<file path="src/rtl/nco_ctrl_pkg.sv">
// Shared types and default widths for the NCO stepped-frequency sweep controller.
package nco_ctrl_pkg;

    localparam int unsigned PHI_W_DEF   = 32;
    localparam int unsigned OUT_W_DEF   = 14;
    localparam int unsigned STEP_W_DEF  = 8;
    localparam int unsigned DWELL_W_DEF = 16;
    localparam int unsigned SETTLE_DEF  = 16;

    typedef enum logic [2:0] {
        S_IDLE,
        S_LOAD,
        S_SETTLE,
        S_DWELL,
        S_DRAIN,
        S_DONE
    } state_e;

endpackage

</file>
<file path="src/rtl/nco_sweep_ctrl.sv">
// Steps an NCO through a frequency sweep, discarding settling samples and forwarding a dwell per step.
// Optional macro NCO_STEP_TAG_EN adds s_step (step index per sample) and step_start (LOAD-cycle pulse).
module nco_sweep_ctrl
    import nco_ctrl_pkg::*;
#(
    parameter int unsigned PHI_W   = PHI_W_DEF,
    parameter int unsigned OUT_W   = OUT_W_DEF,
    parameter int unsigned STEP_W  = STEP_W_DEF,
    parameter int unsigned DWELL_W = DWELL_W_DEF,
    parameter int unsigned SETTLE  = SETTLE_DEF
) (
    input  logic               clk,
    input  logic               reset,
    input  logic               start,
    input  logic [PHI_W-1:0]   cfg_phi_start,
    input  logic [PHI_W-1:0]   cfg_phi_step,
    input  logic [STEP_W-1:0]  cfg_num_steps,
    input  logic [DWELL_W-1:0] cfg_dwell,
    output logic               busy,
    output logic               done,
    output logic [PHI_W-1:0]   nco_phi_inc,
    output logic               nco_clken,
    input  logic               nco_valid,
    input  logic [OUT_W-1:0]   nco_sin,
    output logic               s_valid,
    output logic [OUT_W-1:0]   s_data,
    output logic               s_last,
`ifdef NCO_STEP_TAG_EN
    output logic [STEP_W-1:0]  s_step,
    output logic               step_start,
`endif
    input  logic               s_ready
);

    // SETTLE must be at least 1; the counter holds 0..SETTLE-1.
    localparam int unsigned SET_W = $clog2(SETTLE + 1);

    state_e               state_q;
    state_e               state_d;

    logic [PHI_W-1:0]     phi_cur_q;
    logic [PHI_W-1:0]     phi_step_q;
    logic [STEP_W-1:0]    num_steps_q;
    logic [STEP_W-1:0]    step_idx_q;
    logic [DWELL_W-1:0]   dwell_q;
    logic [DWELL_W-1:0]   dwell_cnt_q;
    logic [SET_W-1:0]     settle_cnt_q;

    logic                 clken;
    logic                 produce;
    logic                 xfer;
    logic                 settle_last;
    logic                 dwell_last;
    logic                 final_step;
    logic                 load_sample;
    logic                 accept;

    always_ff @(posedge clk) begin
        if (reset) begin
            state_q <= S_IDLE;
        end else begin
            state_q <= state_d;
        end
    end

    // Next state plus the combinational handshake strobes shared with the datapath.
    always_comb begin
        state_d     = state_q;
        clken       = 1'b0;
        produce     = 1'b0;
        xfer        = s_valid & s_ready;
        settle_last = (settle_cnt_q == SET_W'(SETTLE - 1));
        dwell_last  = (dwell_cnt_q == (dwell_q - DWELL_W'(1)));
        final_step  = (step_idx_q == (num_steps_q - STEP_W'(1)));
        load_sample = 1'b0;
        accept      = 1'b0;

        if ((state_q == S_SETTLE) || (state_q == S_DWELL)) begin
            clken = ~s_valid | s_ready;
        end
        produce     = clken & nco_valid;
        load_sample = produce & (state_q == S_DWELL);

        case (state_q)
            S_IDLE: begin
                if (start) begin
                    accept  = 1'b1;
                    state_d = (cfg_num_steps == '0) ? S_DONE : S_LOAD;
                end
            end
            S_LOAD: begin
                state_d = S_SETTLE;
            end
            S_SETTLE: begin
                if (produce && settle_last) begin
                    state_d = S_DWELL;
                end
            end
            S_DWELL: begin
                if (produce && dwell_last) begin
                    state_d = final_step ? S_DRAIN : S_LOAD;
                end
            end
            S_DRAIN: begin
                if (xfer && s_last) begin
                    state_d = S_DONE;
                end
            end
            S_DONE: begin
                state_d = S_IDLE;
            end
            default: begin
                state_d = S_IDLE;
            end
        endcase
    end

    assign nco_clken = clken;

    // Configuration, sweep counters and phase bookkeeping.
    always_ff @(posedge clk) begin
        if (reset) begin
            busy         <= 1'b0;
            done         <= 1'b0;
            nco_phi_inc  <= '0;
            phi_cur_q    <= '0;
            phi_step_q   <= '0;
            num_steps_q  <= '0;
            step_idx_q   <= '0;
            dwell_q      <= '0;
            dwell_cnt_q  <= '0;
            settle_cnt_q <= '0;
        end else begin
            done <= (state_q == S_DONE);

            if (accept) begin
                busy        <= 1'b1;
                phi_cur_q   <= cfg_phi_start;
                phi_step_q  <= cfg_phi_step;
                num_steps_q <= cfg_num_steps;
                step_idx_q  <= '0;
                dwell_q     <= (cfg_dwell == '0) ? DWELL_W'(1) : cfg_dwell;
            end

            if (state_q == S_DONE) begin
                busy <= 1'b0;
            end

            if (state_q == S_LOAD) begin
                nco_phi_inc  <= phi_cur_q;
                settle_cnt_q <= '0;
            end

            if ((state_q == S_SETTLE) && produce) begin
                if (settle_last) begin
                    dwell_cnt_q <= '0;
                end else begin
                    settle_cnt_q <= settle_cnt_q + SET_W'(1);
                end
            end

            if ((state_q == S_DWELL) && produce) begin
                if (dwell_last) begin
                    if (!final_step) begin
                        phi_cur_q  <= phi_cur_q + phi_step_q;
                        step_idx_q <= step_idx_q + STEP_W'(1);
                    end
                end else begin
                    dwell_cnt_q <= dwell_cnt_q + DWELL_W'(1);
                end
            end
        end
    end

    // Output holding register; clken gating guarantees a load never overwrites a pending sample.
    always_ff @(posedge clk) begin
        if (reset) begin
            s_valid <= 1'b0;
            s_data  <= '0;
            s_last  <= 1'b0;
        end else if (load_sample) begin
            s_valid <= 1'b1;
            s_data  <= nco_sin;
            s_last  <= dwell_last & final_step;
        end else if (xfer || (state_q == S_DONE)) begin
            s_valid <= 1'b0;
            s_last  <= 1'b0;
        end
    end

`ifdef NCO_STEP_TAG_EN
    always_ff @(posedge clk) begin
        if (reset) begin
            s_step <= '0;
        end else if (load_sample) begin
            s_step <= step_idx_q;
        end
    end

    assign step_start = (state_q == S_LOAD);
`endif

endmodule
</file>
<file path="config.mk">
export PLATFORM = sky130hd
export DESIGN_NAME = nco_sweep_ctrl
export DESIGN_NICKNAME = d
export VERILOG_FILES = /design/src/rtl/nco_ctrl_pkg.sv /design/src/rtl/nco_sweep_ctrl.sv
export SDC_FILE = /design/constraint.sdc
export NUM_CORES = 1
export LEC_CHECK = 0
export ABC_AREA = 1
export CAP_MARGIN = 10
export CORE_MARGIN = 5
export CORE_UTILIZATION = 25
export DETAILED_ROUTE_END_ITERATION = 10
export GPL_ROUTABILITY_DRIVEN = 0
export GPL_TIMING_DRIVEN = 0
export SLEW_MARGIN = 10
export SYNTH_ARGS = -nofsm -noshare
export SYNTH_HDL_FRONTEND = slang
export SYNTH_SLANG_ARGS = --single-unit
export TNS_END_PERCENT = 5
</file>
<file path="constraint.sdc">
create_clock -name clk -period 2.51 [get_ports clk]
set_clock_uncertainty 0.15 [all_clocks]
set_input_delay 0.251 -clock clk [delete_from_list [all_inputs] [get_ports clk]]
set_output_delay 0.251 -clock clk [all_outputs]
set_load 0.01 [all_outputs]
</file>
==> results.py, run 1 <==
metrics = {
    "routing": {
        "remaining_drc_errors": 0,
        "drtIter0Drc": 961,
        "wl_um": 36400,
        "num_vias": 10861,
        "drtPass1Iterations": 5,
        "antenna_left": 0,
        "wl_per_cell_um": 15.8,
        "via_per_inst": 4.72,
    },
    "clock_network": {
        "ctsHoldBuffers": 0,
        "cts_tree": "done",
        "cts_root_buffer": "clkbuf_16",
        "insertion_delay_ns": 0.45,
        "path_clk_slew_ns": 0.07,
        "clock_sinks": 170,
        "cts_buffers": 17,
        "clockBufferDepth": 2,
        "htree_levels": 4,
    },
    "logic_synthesis": {
        "synthCells": 1568,
        "synth_area_sq_um": 10100,
        "asyncSetResetFlopFracSynth_pct": 0,
        "synth_ff_type": "dfxtp_1",
        "synthesis.nets": 1712,
        "ys_warn_count": 0,
        "syn_area_per_cell_sq_um": 6.45,
        "ys_types": 47,
        "synth_seq_area_share_pct": 33.7,
        "synth_edf_count": 0,
        "yosys_register_bits": 170,
    },
    "power_and_ir_drop": {
        "ir_drop_v": 0.000432,
        "p_per_area_nw_per_um2": 864,
        "p_leak_uw": 0.00600,
    },
    "floorplanning": {
        "row_count": 73,
        "die_h_um": 211,
        "io_pins": 158,
        "core_sq_um": 39800,
        "die_w_um": 211,
        "start_util_pct": 25.4,
        "dieArea_sq_um": 44500,
    },
    "finish": {
        "final-seq-area_sq_um": 3410,
        "diodes": 0,
        "multiInputGateArea_sq_um": 6310,
        "fin_nets": 1907,
        "design_area_sq_um": 13500,
        "final_cell_count_no_fill": 2300,
        "fillers": 4276,
        "area_growth_pct": 33.8,
        "drive_gt1_share_pct": 8.62,
    },
    "setup_path": {
        "crit_type": "register to register",
        "r2r_setup_slack_ns": 0.02,
        "crit_required_ns": 2.70,
        "worstSetupStartpointType": "register",
        "cp.arrival_ns": 2.67,
        "end_kind": "register",
        "crit_path_max_fanout": 10,
        "ff2ff_path_depth": 16,
        "regToRegStartpoint": "dwell_q[0]",
        "r2r_end": "phi_cur_q[19]",
    },
    "sta": {
        "timing.final.crit_share_pct": 99.0,
        "hold_violations": 0,
        "finalSetupTns_ns": 0,
        "max-slew-margin-rel_pct": 42.0,
        "min_period_ns": 2.49,
        "rsz0062_at_grt": "true",
        "worst_pin_slew_ns": 0.869,
        "setup_violations": 0,
        "final_max_slew_viol_count": 0,
        "clock.fmax_mhz": 402,
        "hold_slack_ns": 0.228,
    },
    "placed_design": {
        "dpl.cell_count": 2250,
        "portBuffers": 156,
        "placed_area_sq_um": 12300,
        "hpwlAfterDp_um": 28000,
    },
    "grt": {
        "grt_pass1_vias": 10602,
        "grt_first_pass_wirelength_um": 55700,
        "grt_max_degree": 17,
        "antenna_found_initial": 1,
        "grt_overflow": 0,
        "grt_use_total_pct": 15.7,
    },
    "worst_hold_path": {
        "hold_path_depth": 3,
        "min_path_type": "input port to register",
        "holdPathEnd": "s_data[2]",
        "hp-start": "nco_sin[2]",
    },
    "run": {
        "cap_viol_max_count": 0,
    },
    "run_status": {
        "status": "finished, final reports clean",
    },
}
[sequential cells by signal (all words and copies together) (netlist names)]
register,count
nco_phi_inc,32
phi_cur_q,32
phi_step_q,32
dwell_cnt_q,16
dwell_q,16
s_data,14
num_steps_q,8
step_idx_q,8
settle_cnt_q,5
state_q,3
busy,1
done,1
s_last,1
s_valid,1
[layout make-up]
class / count / share of cell area (%)
repair buffers: 177 / 13.5
plain buffers: 57 / 2.30
clock buffers: 20 / 3.38
inverters: 115 / 3.22
clock inverters: 11 / 0.889
well taps: 525 / 4.86
flip-flops and latches: 170 / 25.2
multi-input cells: 1225 / 46.7
[placed cells by master, fill, tap and decap left out, drive strengths merged, types with 36 or more instances in the layout]
cell type / instances
ha: 36
inv: 113
nand2: 358
clkdlybuf4s50: 156
nor2: 367
dfxtp: 170
nand3: 63
a21oi: 78
clkbuf: 67
o21ai: 162
[stage by stage]
step           power, uW  setup slack [ns]  util [%]
2_1_floorplan       6900             0.103         -
3_3_place_gp        8550            -0.939      30.9
3_5_place_dp        8620            -0.495      31.0
4_1_cts            11500           0.00228      32.8
5_1_grt            12500            -0.147      33.9
6_report           11700            0.0239      33.9
[routing by layer]
layer | vias to the layer above | share of wire (%) | GRT usage, %
met2 | 304 | 46 | 26.2
li1 | 5482 | - | -
met3 | 73 | 5.6 | 2.90
met1 | 5000 | 45 | 20.3
met5 | - | 0.030 | 0
met4 | 2 | 3.1 | 6.06
[logic make-up after synthesis]
family / count (synthesis) / share of synthesized area [%]
and+or+nand+nor: 852 / 34.9
AOI/OAI and AO/OA: 274 / 14.4
buffers and inverters: 173 / 6.80
DFF: 170 / 33.7
xor gates and xnor gates: 52 / 4.58
adders and majority gates: 37 / 4.66
muxes: 10 / 0.991
[report_power, final]
part	switching (uW)	internal, uW
combinational	3240	2040
clock	1160	1510
sequential	460	3270
total	4860	6830
[synth_stat cells (3+ instances only)]
| cell type | instances | area [sq um] |
|---|---|---|
| nand3b_1 | 8 | 60.1 |
| o21ai_1 | 18 | 90.1 |
| nor2_1 | 354 | 1330 |
| clkbuf_1 | 45 | 169 |
| a21o_1 | 3 | 22.5 |
| inv_1 | 109 | 409 |
| o21a_1 | 3 | 22.5 |
| o21bai_1 | 4 | 30.0 |
| a21oi_1 | 78 | 390 |
| clkinv_1 | 3 | 11.3 |
| buf_2 | 6 | 30.0 |
| ha_1 | 36 | 450 |
| a211oi_1 | 10 | 75.1 |
| nor3_1 | 20 | 100 |
| nand4_1 | 20 | 125 |
| nor4_1 | 10 | 62.6 |
| xor2_1 | 30 | 263 |
| buf_6 | 3 | 33.8 |
| nand3_1 | 60 | 300 |
| a31oi_1 | 6 | 37.5 |
| inv_2 | 3 | 11.3 |
| nand2_1 | 354 | 1330 |
| dfxtp_1 | 170 | 3400 |
| mux2i_1 | 10 | 100 |
| nor2_2 | 9 | 56.3 |
| nand3_2 | 3 | 30.0 |
| nand2_2 | 4 | 25.0 |
| xnor2_1 | 21 | 184 |
| o21ai_0 | 144 | 721 |
[critical path, cell delays in order (launching register included)]
cell,delay [ns]
dfxtp_4,0.36
inv_4,0.07
ha_4,0.18
nand2_4,0.07
nor2_4,0.18
nand2_2,0.10
nand2_2,0.08
nand2_1,0.05
nand2_1,0.06
nand4_1,0.13
nor2_4,0.22
nand3_4,0.13
nor2_4,0.11
nand2_4,0.10
buf_6,0.16
nor2_1,0.15
nor2_1,0.06
[how the worst max path moves through the flow]
| stage | slack [ns] | start | depth (start not counted) | to |
|---|---|---|---|---|
| 6_report | 0.02 | dwell_q[0] | 16 | phi_cur_q[19] |
| 5_1_grt | -0.15 | dwell_q[0] | 16 | phi_cur_q[3] |
| 4_1_cts | 0.002 | dwell_q[0] | 17 | phi_cur_q[19] |
| 3_5_place_dp | -0.49 | state_q[0] | 10 | phi_step_q[0] |
| 3_3_place_gp | -0.94 | state_q[2] | 6 | nco_phi_inc[11] |
| 2_1_floorplan | 0.10 | phi_cur_q[0] | 13 | phi_cur_q[24] |
[what timing repair did]
| action | CTS | global route |
|---|---|---|
| setup buffers | 7 | 9 |
| resized for setup | 33 | 83 |
| cloned | 1 | 3 |
| pin swaps | 6 | 20 |
| setup endpoints to repair | 117 | 110 |
Note: power is estimated with default switching activity, not from simulation.
==> run 2, diff against run 1 <==
CORE_ASPECT_RATIO = 1.25   (was default)
==> run 2 against run 1 <==
Net effect: the flow now finishes with violations (negative setup slack); non-clock buffer count shrank 12; global-route usage increased by 0.14 points; core utilization is 0.71 points lower; power down 0.14%; critical path depth unchanged; clock-buffer cell count shrank 3; largest power group unchanged; highest routed layer is now met4; register-to-register slack lost 0.12 ns; final cell count shrank 1.3%.
==> results.py, run 2 (synthesis results as in run 1) <==
metrics = {
    "sta": {
        "worst_pin_slew_ns": 0.814,
        "rsz0062_at_grt": "true",
        "worst_slack_ns": -0.0999,
        "clock.fmax_mhz": 383,
        "max-slew-margin-rel_pct": 45.7,
        "setup_violations": 3,
        "min_period_ns": 2.61,
        "hold_violations": 0,
        "final_max_slew_viol_count": 0,
        "timing.final.crit_share_pct": 104,
        "finalSetupTns_ns": -0.118,
    },
    "setup_path": {
        "worstSetupStartpointType": "register",
        "slowest_stage": "dfxtp_4",
        "crit_required_ns": 2.74,
        "cpMostUsedCell": "nor2_1",
        "cp.arrival_ns": 2.84,
        "cp.depth": 16,
        "crit_start": "dwell_q[0]",
        "crit_family": "simple AND/OR/NAND/NOR gates",
        "path_cells": "inv_4 -> ha_4 -> nand2_4 -> nor2_4 -> nand3_1 -> nand2_2 -> nand3_1 -> nor2_1 -> nand3b_1 -> nor2_1 -> nand4_1 -> buf_4 -> buf_4 -> nand2_1 -> nand2_1 -> nor2_1",
        "crit_buf_inv": 3,
        "crit_path_max_fanout": 5,
        "ff2ff_path_depth": 16,
        "r2r_setup_slack_ns": -0.1,
        "critPathMaxStageDelay_ns": 0.36,
        "crit_type": "register to register",
        "regToRegStartpoint": "dwell_q[0]",
        "end_kind": "register",
    },
    "routing": {
        "remaining_drc_errors": 0,
        "antenna_left": 0,
        "wl_per_cell_um": 16.1,
        "wl_um": 36600,
        "drtPass1Iterations": 5,
        "via_per_inst": 4.77,
        "num_vias": 10813,
        "drtIter0Drc": 787,
    },
    "worst_hold_path": {
        "hold_path_depth": 2,
        "hp-start": "reset",
        "min_path_type": "input port to register",
    },
    "clock_network": {
        "insertion_delay_ns": 0.45,
        "clockBufferDepth": 2,
        "clock_sinks": 170,
        "cts_root_buffer": "clkbuf_16",
        "cts_buffers": 17,
        "path_clk_slew_ns": 0.07,
        "htree_levels": 4,
        "cts_tree": "done",
        "ctsHoldBuffers": 0,
    },
    "placed_design": {
        "hpwlAfterDp_um": 28500,
        "portBuffers": 156,
        "post-place-ws_ns": -0.698,
    },
    "grt": {
        "grt_pass1_vias": 10495,
        "antenna_found_initial": 0,
        "grt_overflow": 0,
        "grt_first_pass_wirelength_um": 56300,
        "grt_use_total_pct": 15.9,
        "grt_max_degree": 17,
    },
    "finish": {
        "reg.largest.list": "nco_phi_inc: 32 flops, phi_cur_q: 32 flops, phi_step_q: 32 flops",
        "diodes": 0,
        "drive_gt1_share_pct": 7.54,
        "fillers": 4340,
        "mostFrequentLayoutCells": "346 x nand2_1, 343 x nor2_1, 167 x dfxtp_1",
        "multiInputGateArea_sq_um": 6290,
        "area_growth_pct": 31.6,
        "final-seq-area_sq_um": 3410,
        "fin_nets": 1896,
        "final_common_cell": "nand2_1",
    },
    "run_status": {
        "violations": "negative setup slack",
        "status": "complete, but fails checks",
    },
    "floorplanning": {
        "dieArea_sq_um": 44600,
        "io_pins": 158,
        "die_h_um": 235,
        "row_count": 82,
        "start_util_pct": 25.3,
        "die_w_um": 190,
        "core_sq_um": 40000,
    },
    "power_and_ir_drop": {
        "ir_drop_v": 0.000514,
        "p_leak_uw": 0.00590,
        "p_per_area_nw_per_um2": 877,
    },
    "run": {
        "cap_viol_max_count": 0,
    },
}
-- run 2: cell count changes in the layout (fill, tap and decap cells not counted), sizes merged --
cell      before  now
buf           31   23
clkbuf        67   60
inv          113  118
clkinv         8    6
clkinvlp       3    4
nor2         367  368
-- run 2: layout make-up --
cell class | count | area share (%)
timing repair buffer | 165 | 12.4
clock inverter | 15 | 1.23
tap | 504 | 4.74
sequential | 170 | 25.6
multi-input combinational | 1226 | 47.3
clock buffer | 17 | 3.20
buffer | 57 | 2.20
inverter | 115 | 3.27
-- run 2: routing by layer --
metal  part of all wire (%)  wire [um]  vias up  track usage, %
met1                     40      14800     4946            18.6
li1                       -          -     5468               -
met2                     50      18300      339            28.6
met3                    7.0       2550       60            3.44
met5                      0          0        -               0
met4                    2.7        976        0            5.13
-- run 2: final timing paths --
path / to
setup / recovery: phi_cur_q[31]
hold / removal: dwell_q[3]
setup reg to reg: phi_cur_q[31]
hold reg to reg: settle_cnt_q[4]
-- run 2: stage by stage --
stage | cell area (sq um) | std cells | power, uW | hold slack (ns) | util [%]
floorplan | 10100 | 1568 | 6900 | 0.236 | -
global placement | 12300 | 2228 | 8570 | 0.288 | 30.7
finish | 13300 | 2269 | 11700 | 0.230 | 33.2
CTS | 13000 | 2261 | 11500 | 0.226 | 32.5
detailed placement | 12300 | 2228 | 8630 | 0.296 | 30.7
global route | 13300 | 2269 | 12500 | 0.237 | 33.2
-- run 2: what timing repair did --
| item | CTS | global route |
|---|---|---|
| setup buffers | 1 | 6 |
| pin swaps | 2 | 15 |
| gates resized for setup | 34 | 70 |
| gates cloned | 0 | 3 |
| setup endpoints to repair | 140 | 131 |
-- run 2: worst reg2reg max path, cell delays in order (launching register included) --
cell      delay, ns
dfxtp_4        0.36
inv_4          0.08
ha_4           0.18
nand2_4        0.07
nor2_4         0.17
nand3_1        0.11
nand2_2        0.10
nand3_1        0.09
nor2_1         0.09
nand3b_1       0.10
nor2_1         0.13
nand4_1        0.30
buf_4          0.26
buf_4          0.13
nand2_1        0.05
nand2_1        0.05
nor2_1         0.12
-- run 2: power breakdown --
| group | total (uW) | internal (uW) | switching, uW |
|---|---|---|---|
| clock network | 2740 | 1480 | 1250 |
| logic | 5190 | 1960 | 3230 |
| registers | 3740 | 3270 | 466 |
| total | 11700 | 6720 | 4950 |
